==> config.mk <==
export PLATFORM = sky130hd
export DESIGN_NAME = dcache_controller
export DESIGN_NICKNAME = d
export VERILOG_FILES = /design/src/rtl/dcache_pkg.sv /design/src/rtl/dcache_word_merge.sv /design/src/rtl/dcache_controller.sv
export SDC_FILE = /design/constraint.sdc
export NUM_CORES = 1
export LEC_CHECK = 0
export BUFFER_PORTS_ARGS = -buffer_cell sky130_fd_sc_hd__buf_4
export CAP_MARGIN = 30
export CORE_AREA = 2 2 476 478
export DETAILED_ROUTE_END_ITERATION = 12
export DIE_AREA = 0 0 478 480
export HOLD_SLACK_MARGIN = 0.12
export SYNTH_ARGS = -nofsm -noshare
export SYNTH_HDL_FRONTEND = slang
export SYNTH_SLANG_ARGS = --single-unit
==> constraint.sdc <==
create_clock -name clk_i -period 17.7 [get_ports clk_i]
set_input_delay 2.655 -clock clk_i [delete_from_list [all_inputs] [get_ports clk_i]]
set_output_delay 2.655 -clock clk_i [all_outputs]
set_load 0.02 [all_outputs]
==> src/rtl/dcache_pkg.sv <==
// dcache_pkg: shared widths, tag-word layout and controller states for the 2-way data cache
package dcache_pkg;
   localparam int TAG_W     = 23;
   localparam int INDEX_W   = 4;
   localparam int OFFSET_W  = 5;
   localparam int LINE_W    = 256;
   localparam int TAGWORD_W = TAG_W + 2;
   localparam int VALID_BIT = 24;
   localparam int DIRTY_BIT = 23;
   typedef enum logic [2:0] {IDLE, MISS, WRITEBACK, READMISS, READMISSOK} state_e;
endpackage

==> src/rtl/dcache_word_merge.sv <==
// dcache_word_merge: picks one 32-bit word of a cache line and builds the line with that word replaced
module dcache_word_merge
   import dcache_pkg::*;
(
   input  logic [LINE_W-1:0] line_i,
   input  logic [2:0]        sel_i,
   input  logic [31:0]       wdata_i,
   output logic [31:0]       rdata_o,
   output logic [LINE_W-1:0] line_o
);
   always_comb begin
      rdata_o = line_i[{sel_i, 5'b0} +: 32];
      line_o = line_i;
      line_o[{sel_i, 5'b0} +: 32] = wdata_i;
   end
endmodule

==> src/rtl/dcache_controller.sv <==
// dcache_controller: hit/miss detection, pipeline stall and write-back/refill sequencing
// between the CPU MEM stage, the 2-way cache SRAM and a 256-bit line memory.
module dcache_controller
   import dcache_pkg::*;
(
   input  logic                 clk_i,
   input  logic                 rst_i,
   input  logic [31:0]          cpu_addr_i,
   input  logic [31:0]          cpu_data_i,
   input  logic                 cpu_MemRead_i,
   input  logic                 cpu_MemWrite_i,
   output logic [31:0]          cpu_data_o,
   output logic                 cpu_stall_o,
   output logic                 mem_enable_o,
   output logic                 mem_write_o,
   output logic [31:0]          mem_addr_o,
   output logic [LINE_W-1:0]    mem_data_o,
   input  logic [LINE_W-1:0]    mem_data_i,
   input  logic                 mem_ack_i,
   output logic [INDEX_W-1:0]   sram_addr_o,
   output logic [TAGWORD_W-1:0] sram_tag_o,
   output logic [LINE_W-1:0]    sram_data_o,
   output logic                 sram_enable_o,
   output logic                 sram_write_o,
   input  logic [TAGWORD_W-1:0] sram_tag_i,
   input  logic [LINE_W-1:0]    sram_data_i,
   input  logic                 sram_hit_i
);
   state_e              state_q, state_d;
   logic                mem_enable_q, mem_enable_d;
   logic                mem_write_q, mem_write_d;
   logic [31:0]         mem_addr_q, mem_addr_d;
   logic [LINE_W-1:0]   mem_data_q, mem_data_d;
   logic [LINE_W-1:0]   refill_q, refill_d;
   logic [TAG_W-1:0]    tag;
   logic [INDEX_W-1:0]  index;
   logic [31:0]         line_addr;
   logic                req, idle, victim_dirty, unused_ok;
   logic [LINE_W-1:0]   merged;
   assign tag          = cpu_addr_i[31 -: TAG_W];
   assign index        = cpu_addr_i[OFFSET_W +: INDEX_W];
   assign line_addr    = {tag, index, {OFFSET_W{1'b0}}};
   assign unused_ok    = ^cpu_addr_i[1:0];
   assign req          = cpu_MemRead_i | cpu_MemWrite_i;
   assign idle         = state_q == IDLE;
   assign victim_dirty = sram_tag_i[VALID_BIT] & sram_tag_i[DIRTY_BIT];
   dcache_word_merge u_merge (
      .line_i  (sram_data_i),
      .sel_i   (cpu_addr_i[4:2]),
      .wdata_i (cpu_data_i),
      .rdata_o (cpu_data_o),
      .line_o  (merged)
   );
   assign cpu_stall_o   = (idle & req & ~sram_hit_i) | ~idle;
   assign sram_addr_o   = index;
   assign sram_enable_o = req | ~idle;
   assign sram_write_o  = (idle & cpu_MemWrite_i & sram_hit_i) | (state_q == READMISSOK);
   assign sram_data_o   = idle ? merged : refill_q;
   // store hits mark the line dirty, refills install it clean
   assign sram_tag_o    = {1'b1, idle, tag};
   assign mem_enable_o  = mem_enable_q;
   assign mem_write_o   = mem_write_q;
   assign mem_addr_o    = mem_addr_q;
   assign mem_data_o    = mem_data_q;
   always_comb begin
      state_d      = state_q;
      mem_enable_d = mem_enable_q;
      mem_write_d  = mem_write_q;
      mem_addr_d   = mem_addr_q;
      mem_data_d   = mem_data_q;
      refill_d     = refill_q;
      case (state_q)
         IDLE: state_d = (req & ~sram_hit_i) ? MISS : IDLE;
         MISS: begin
            // victim tag/line are still on the SRAM outputs only in this cycle
            state_d      = victim_dirty ? WRITEBACK : READMISS;
            mem_enable_d = 1'b1;
            mem_write_d  = victim_dirty;
            mem_addr_d   = victim_dirty ? {sram_tag_i[TAG_W-1:0], index, {OFFSET_W{1'b0}}} : line_addr;
            mem_data_d   = sram_data_i;
         end
         WRITEBACK: if (mem_ack_i) begin
            state_d     = READMISS;
            mem_write_d = 1'b0;
            mem_addr_d  = line_addr;
         end
         READMISS: if (mem_ack_i) begin
            state_d      = READMISSOK;
            mem_enable_d = 1'b0;
            refill_d     = mem_data_i;
         end
         default: state_d = IDLE;
      endcase
   end
   always_ff @(posedge clk_i or posedge rst_i) begin
      if (rst_i) begin
         state_q      <= IDLE;
         mem_enable_q <= 1'b0;
         mem_write_q  <= 1'b0;
         mem_addr_q   <= '0;
         mem_data_q   <= '0;
         refill_q     <= '0;
      end else begin
         state_q      <= state_d;
         mem_enable_q <= mem_enable_d;
         mem_write_q  <= mem_write_d;
         mem_addr_q   <= mem_addr_d;
         mem_data_q   <= mem_data_d;
         refill_q     <= refill_d;
      end
   end
endmodule

Yosys cells after proc, flatten, opt, wreduce, memory -nomap -nowiden
Index checks and enable logic that the tools add are counted.
Storage, ports and cells
  output and inout port bits: 610
  bits in registers: 549
  input port bits: 607
Operators by class
  shift operators: 3
  add/subtract/negate cells: 1
  reductions and logical operators: 7
  equal/unequal tests: 6
  bitwise logic cells: 12
  muxes and demuxes: 13
Operator list (count)
  $bwmux W256: 1
  $mux W256: 1
  $shift A32 B10 Y256 const A: 1
  $shiftx A256 B9 Y32: 1
  $shiftx A32 B10 Y256: 1
  $mux W32: 2
  $pmux W32 S2: 1
  $pmux W3 S4: 1
  $neg A8 Y10: 1
  $reduce_and A2 Y1: 4
  $and A1 B1 Y1: 6
  $eq A3 B2 Y1 const B: 2
  $mux W3: 2
  $ne A2 B2 Y1 const B: 2
  $or A1 B1 Y1: 4
  $pmux W1 S2: 2
  $reduce_bool A2 Y1: 2
  $eq A3 B1 Y1 const B: 1
  $eq A3 B3 Y1 const B: 1
  $logic_not A3 Y1: 1
  $mux W1: 3
  $not A1 Y1: 2

Depth between registers and ports, before layout
  word-level depth: 4
  depth in mapped cells: 13
  gate-level depth less buffers: 7

Cells and area by module
Synthesis repeated with hierarchy kept, for this count alone.
Unflattened totals
  cells, all modules: 2678
  area, all modules: 30581.8 um2
By module, submodules not included
  dcache_controller: instances 1, area each 24778.8 um2, cells an instance 2085
  dcache_word_merge: instances 1, area each 5803.1 um2, cells an instance 593

Worst setup path after synthesis
OpenSTA, ideal clock, no wires.
  path type: input -> output
  start point: input cpu_addr_i[2]
  end point: output sram_data_o[130]
  cell stages on the path: 13
  setup slack: 9.636 ns
  arrival: 5.409 ns
  cell sequence: buf_2 -> buf_2 -> buf_2 -> inv_1 -> ha_1 -> ha_1 -> buf_2 -> nand2b_1 -> or4_1 -> clkbuf_1 -> buf_2 -> mux2i_1 -> o21ai_1
Between the ends
  word-level cells in the longest chain between the ends: 4
  elaborated cells on any way between the ends: 5
RTL lines
  start: declaration: RTL line dcache_controller.sv:8  | input logic [31:0] cpu_addr_i,
  $neg A8 Y10 *: RTL line dcache_word_merge.sv:14  | line_o[{sel_i, 5'b0} +: 32] = wdata_i;
  $shiftx A32 B10 Y256 / $shift A32 B10 Y256 (equally long branches): RTL line dcache_word_merge.sv:14
  $bwmux W256 *: RTL line dcache_word_merge.sv:14
  $mux W256 *: RTL line dcache_controller.sv:58  | assign sram_data_o = idle ? merged : refill_q;
  end: declaration: RTL line dcache_controller.sv:22  | output logic [LINE_W-1:0] sram_data_o,
Every way passes the cells marked *; elsewhere a longest branch is shown, timed or not.

Final worst setup path
  start point: input cpu_addr_i[2]
  end point: output sram_data_o[177]
Same word-level chain as after synthesis.

==> metrics.cfg <==
[clock_network]
htree_levels = 3
insertion_delay_ps = 700
clk_path_buf_depth = 3
post_cts.repair.setup_buffers = 0
cts_tree = done
root_buffer = clkbuf_16
ctsResizeCount = 0
cts_sinks = 544
cts_inserted_buffers = 77
clk_pin_slew_worst_paths_ps = 60
holdBufCountCts = 0

[critical_path]
rr_startpoint = state_q[1]$_DFFE_PP0P_
worstPathMaxFanout = 37
worstRegToRegCells = 6
worstReg2RegEnd = refill_q[183]$_DFFE_PP0P_
critPathArrivalTime_ps = 6230
reg2reg_slack_ps = 14190
crit_required_ps = 15050
endpoint_kind = output pin
start_kind = primary input
critPathKind = in2out

[power_and_ir_drop]
p_leak_nw = 22.07
power_density_nw_per_um2 = 207.3
vdd_drop_max_v = 0.0001205

[drt]
viasPerCell = 4.127
drt_first_iter_violations = 3022
wl_per_cell_um = 32.44
ant_nets = 0
wl_um = 246400
drc = 0
dr.pass1.iters = 7
vias = 31350

[yosys]
syn_area_sq_um = 27600
synth_edf_count = 0
seq_area_frac_synth_pct = 49.33
synth.avg_cell_area_sq_um = 8.016
yosys_register_bits = 544
synth_flop_cell = dfrtp_1
synth_cells = 3443
ys_types = 39
async_flop_share_pct = 100.0
yosys_warnings = 0

[floorplan]
floorplan.initialDensity_pct = 12.32
die_h_um = 480
die_area_sq_um = 229400
die_x_um = 478
rows = 174
ios = 1217
core_sq_um = 224000

[worst_hold_path]
hp-start = refill_q[25]$_DFFE_PP0P_
holdPathStages = 2
worstHoldPathType = reg2reg
min_to = refill_q[25]$_DFFE_PP0P_

[sta]
finalHoldViolCount = 0
setup-violations-final = 0
tightest_slew_ps = 1189
tns_ps = 0
finalHoldWorstSlack_ps = 471.7
rsz0062_at_grt = no
period_share_pct = 50.22
finClkSkew_ps = 29.00
fmax_mhz = 112.5
slew_viol_final = 0
layout_min_cycle_time_ps = 8889
timing.slew.headroom_pct = 20.73

[final_layout]
drive_gt1_share_pct = 32.42
fillerInstances = 25060
final_cells = 7596
fin_util_pct = 19.00
nNetsFinal = 5100
syn2layout_area_growth_pct = 54.23

[placement]
io_buffers = 1208
gp_congestion = 0.8926
dp_cells = 7396
place_hpwl_um = 196100

[grt]
overflow = 0
grt_usage_pct = 20.65
grt_max_degree = 156
grt_pass1_vias = 30420
grt_antenna_before_repair = 153
grt_first_pass_wirelength_um = 311900

[run]
maxCapViolCount = 0

[status]
outcome = finished clean

[where the power goes]
part,leakage (nW),internal [mW],switching (mW)
registers,6.71,1.85,0.351
clock network,1.31,1.01,0.702
logic,14.0,1.57,3.34
[layout make-up]
class / count / area (sq um) / share of cell area [%]
sequential: 544 / 13610 / 31.98
clock inverter: 40 / 525.5 / 1.235
multi-input combinational: 2602 / 12750 / 29.96
inverter: 8 / 41.29 / 0.09701
clock buffer: 98 / 2147 / 5.044
tap: 2992 / 3744 / 8.795
timing repair buffer: 1254 / 9597 / 22.55
antenna: 58 / 145.1 / 0.3410
[worst max-delay path by stage]
stage             startpoint                    endpoint  slack (ps)  depth (start not counted)
2_1_floorplan          rst_i  mem_addr_o[10]$_DFFE_PP0P_        7650                          1
3_5_place_dp   cpu_addr_i[2]            sram_data_o[165]        8530                          9
6_report       cpu_addr_i[2]            sram_data_o[177]        8810                         10
4_1_cts        cpu_addr_i[2]            sram_data_o[165]        8530                          9
3_3_place_gp   cpu_addr_i[2]            sram_data_o[165]        8400                          8
5_1_grt        cpu_addr_i[2]            sram_data_o[165]        8490                         10
[critical path: stages]
cell	delay (ps)
buf_6	470
inv_1	170
ha_1	270
ha_1	470
or2_1	350
nor4_2	290
buf_4	630
a22oi_1	440
nand2_1	190
buf_4	160
[routing by layer]
layer	up-vias	track usage (%)	part of all wire, %
met5	-	0	0.32
met4	114	11.35	6.4
met3	529	11.18	14
met2	2130	29.24	40
met1	15450	24.72	39
li1	13130	-	-
[state kept, by name (all words and copies together) (netlist names)]
name	count
state_q	3
mem_data_o	256
mem_addr_o	27
mem_enable_o	1
refill_q	256
mem_write_o	1
[cell families after synthesis]
kind of cell | Yosys count | synth area share, %
multiplexers | 155 | 8.542
adder cells (fa/ha/maj) | 6 | 0.2720
buffers and inverters | 301 | 5.069
AND/OR/NAND/NOR | 2142 | 29.60
flip-flops | 544 | 49.33
other | 2 | 0.02721
AO/OA/AOI/OAI | 293 | 7.168
[stage by stage]
step           cell area (sq um)  worst slack, ps  power (mW)
2_1_floorplan              27620             7645       4.505
3_3_place_gp               39590             8401       7.107
3_5_place_dp               39640             8533       7.170
4_1_cts                    42320             8527       8.936
5_1_grt                    42480             8488       9.318
6_report                   42560             8811       8.825
[layout by cell type, fill, tap and decap left out, types with 2 or more instances in the layout]
| master | count |
|---|---|
| nand2b_1 | 5 |
| a21oi_4 | 2 |
| mux4_2 | 64 |
| or2_4 | 2 |
| dfrtp_1 | 544 |
| inv_6 | 8 |
| inv_8 | 2 |
| nor2_1 | 31 |
| bufinv_16 | 10 |
| clkinv_4 | 4 |
| clkbuf_8 | 12 |
| buf_4 | 1241 |
| clkbuf_1 | 8 |
| conb_1 | 6 |
| nand3b_1 | 2 |
| mux2_1 | 4 |
| clkinvlp_4 | 6 |
| buf_12 | 6 |
| o21ai_1 | 65 |
| a31oi_4 | 6 |
| inv_1 | 2 |
| clkinv_2 | 11 |
| nor4_4 | 2 |
| clkbuf_16 | 78 |
| a22oi_1 | 192 |
| buf_16 | 5 |
| inv_2 | 3 |
| or2_1 | 2 |
| ha_1 | 6 |
| buf_6 | 2 |
| a21oi_1 | 25 |
| diode_2 | 58 |
| nand2_1 | 2084 |
| mux2i_1 | 87 |
| nor3_4 | 2 |
| or3_1 | 2 |
[cells in the mapped netlist, types with 2 or more instances]
cell type,instances,area (sq um)
a31oi_2,3,37.54
nand2_1,2084,7823
or2_1,4,25.02
nand2b_1,5,31.28
buf_6,4,45.04
dfrtp_1,544,13610
buf_4,34,255.2
clkbuf_2,20,100.1
ha_1,6,75.07
mux2_1,4,45.04
nand3b_1,2,15.01
conb_1,2,7.510
mux2i_1,87,870.8
buf_2,69,345.3
nand3_1,2,10.01
nor3_2,3,30.03
or3_1,2,12.51
nor2_1,32,120.1
inv_1,4,15.01
buf_1,32,120.1
a21oi_1,27,135.1
a31oi_1,3,18.77
mux4_2,64,1441
o21ai_1,65,325.3
clkbuf_1,134,503.0
inv_2,3,11.26
a22oi_1,192,1441
(Power assumes the default switching activity.)
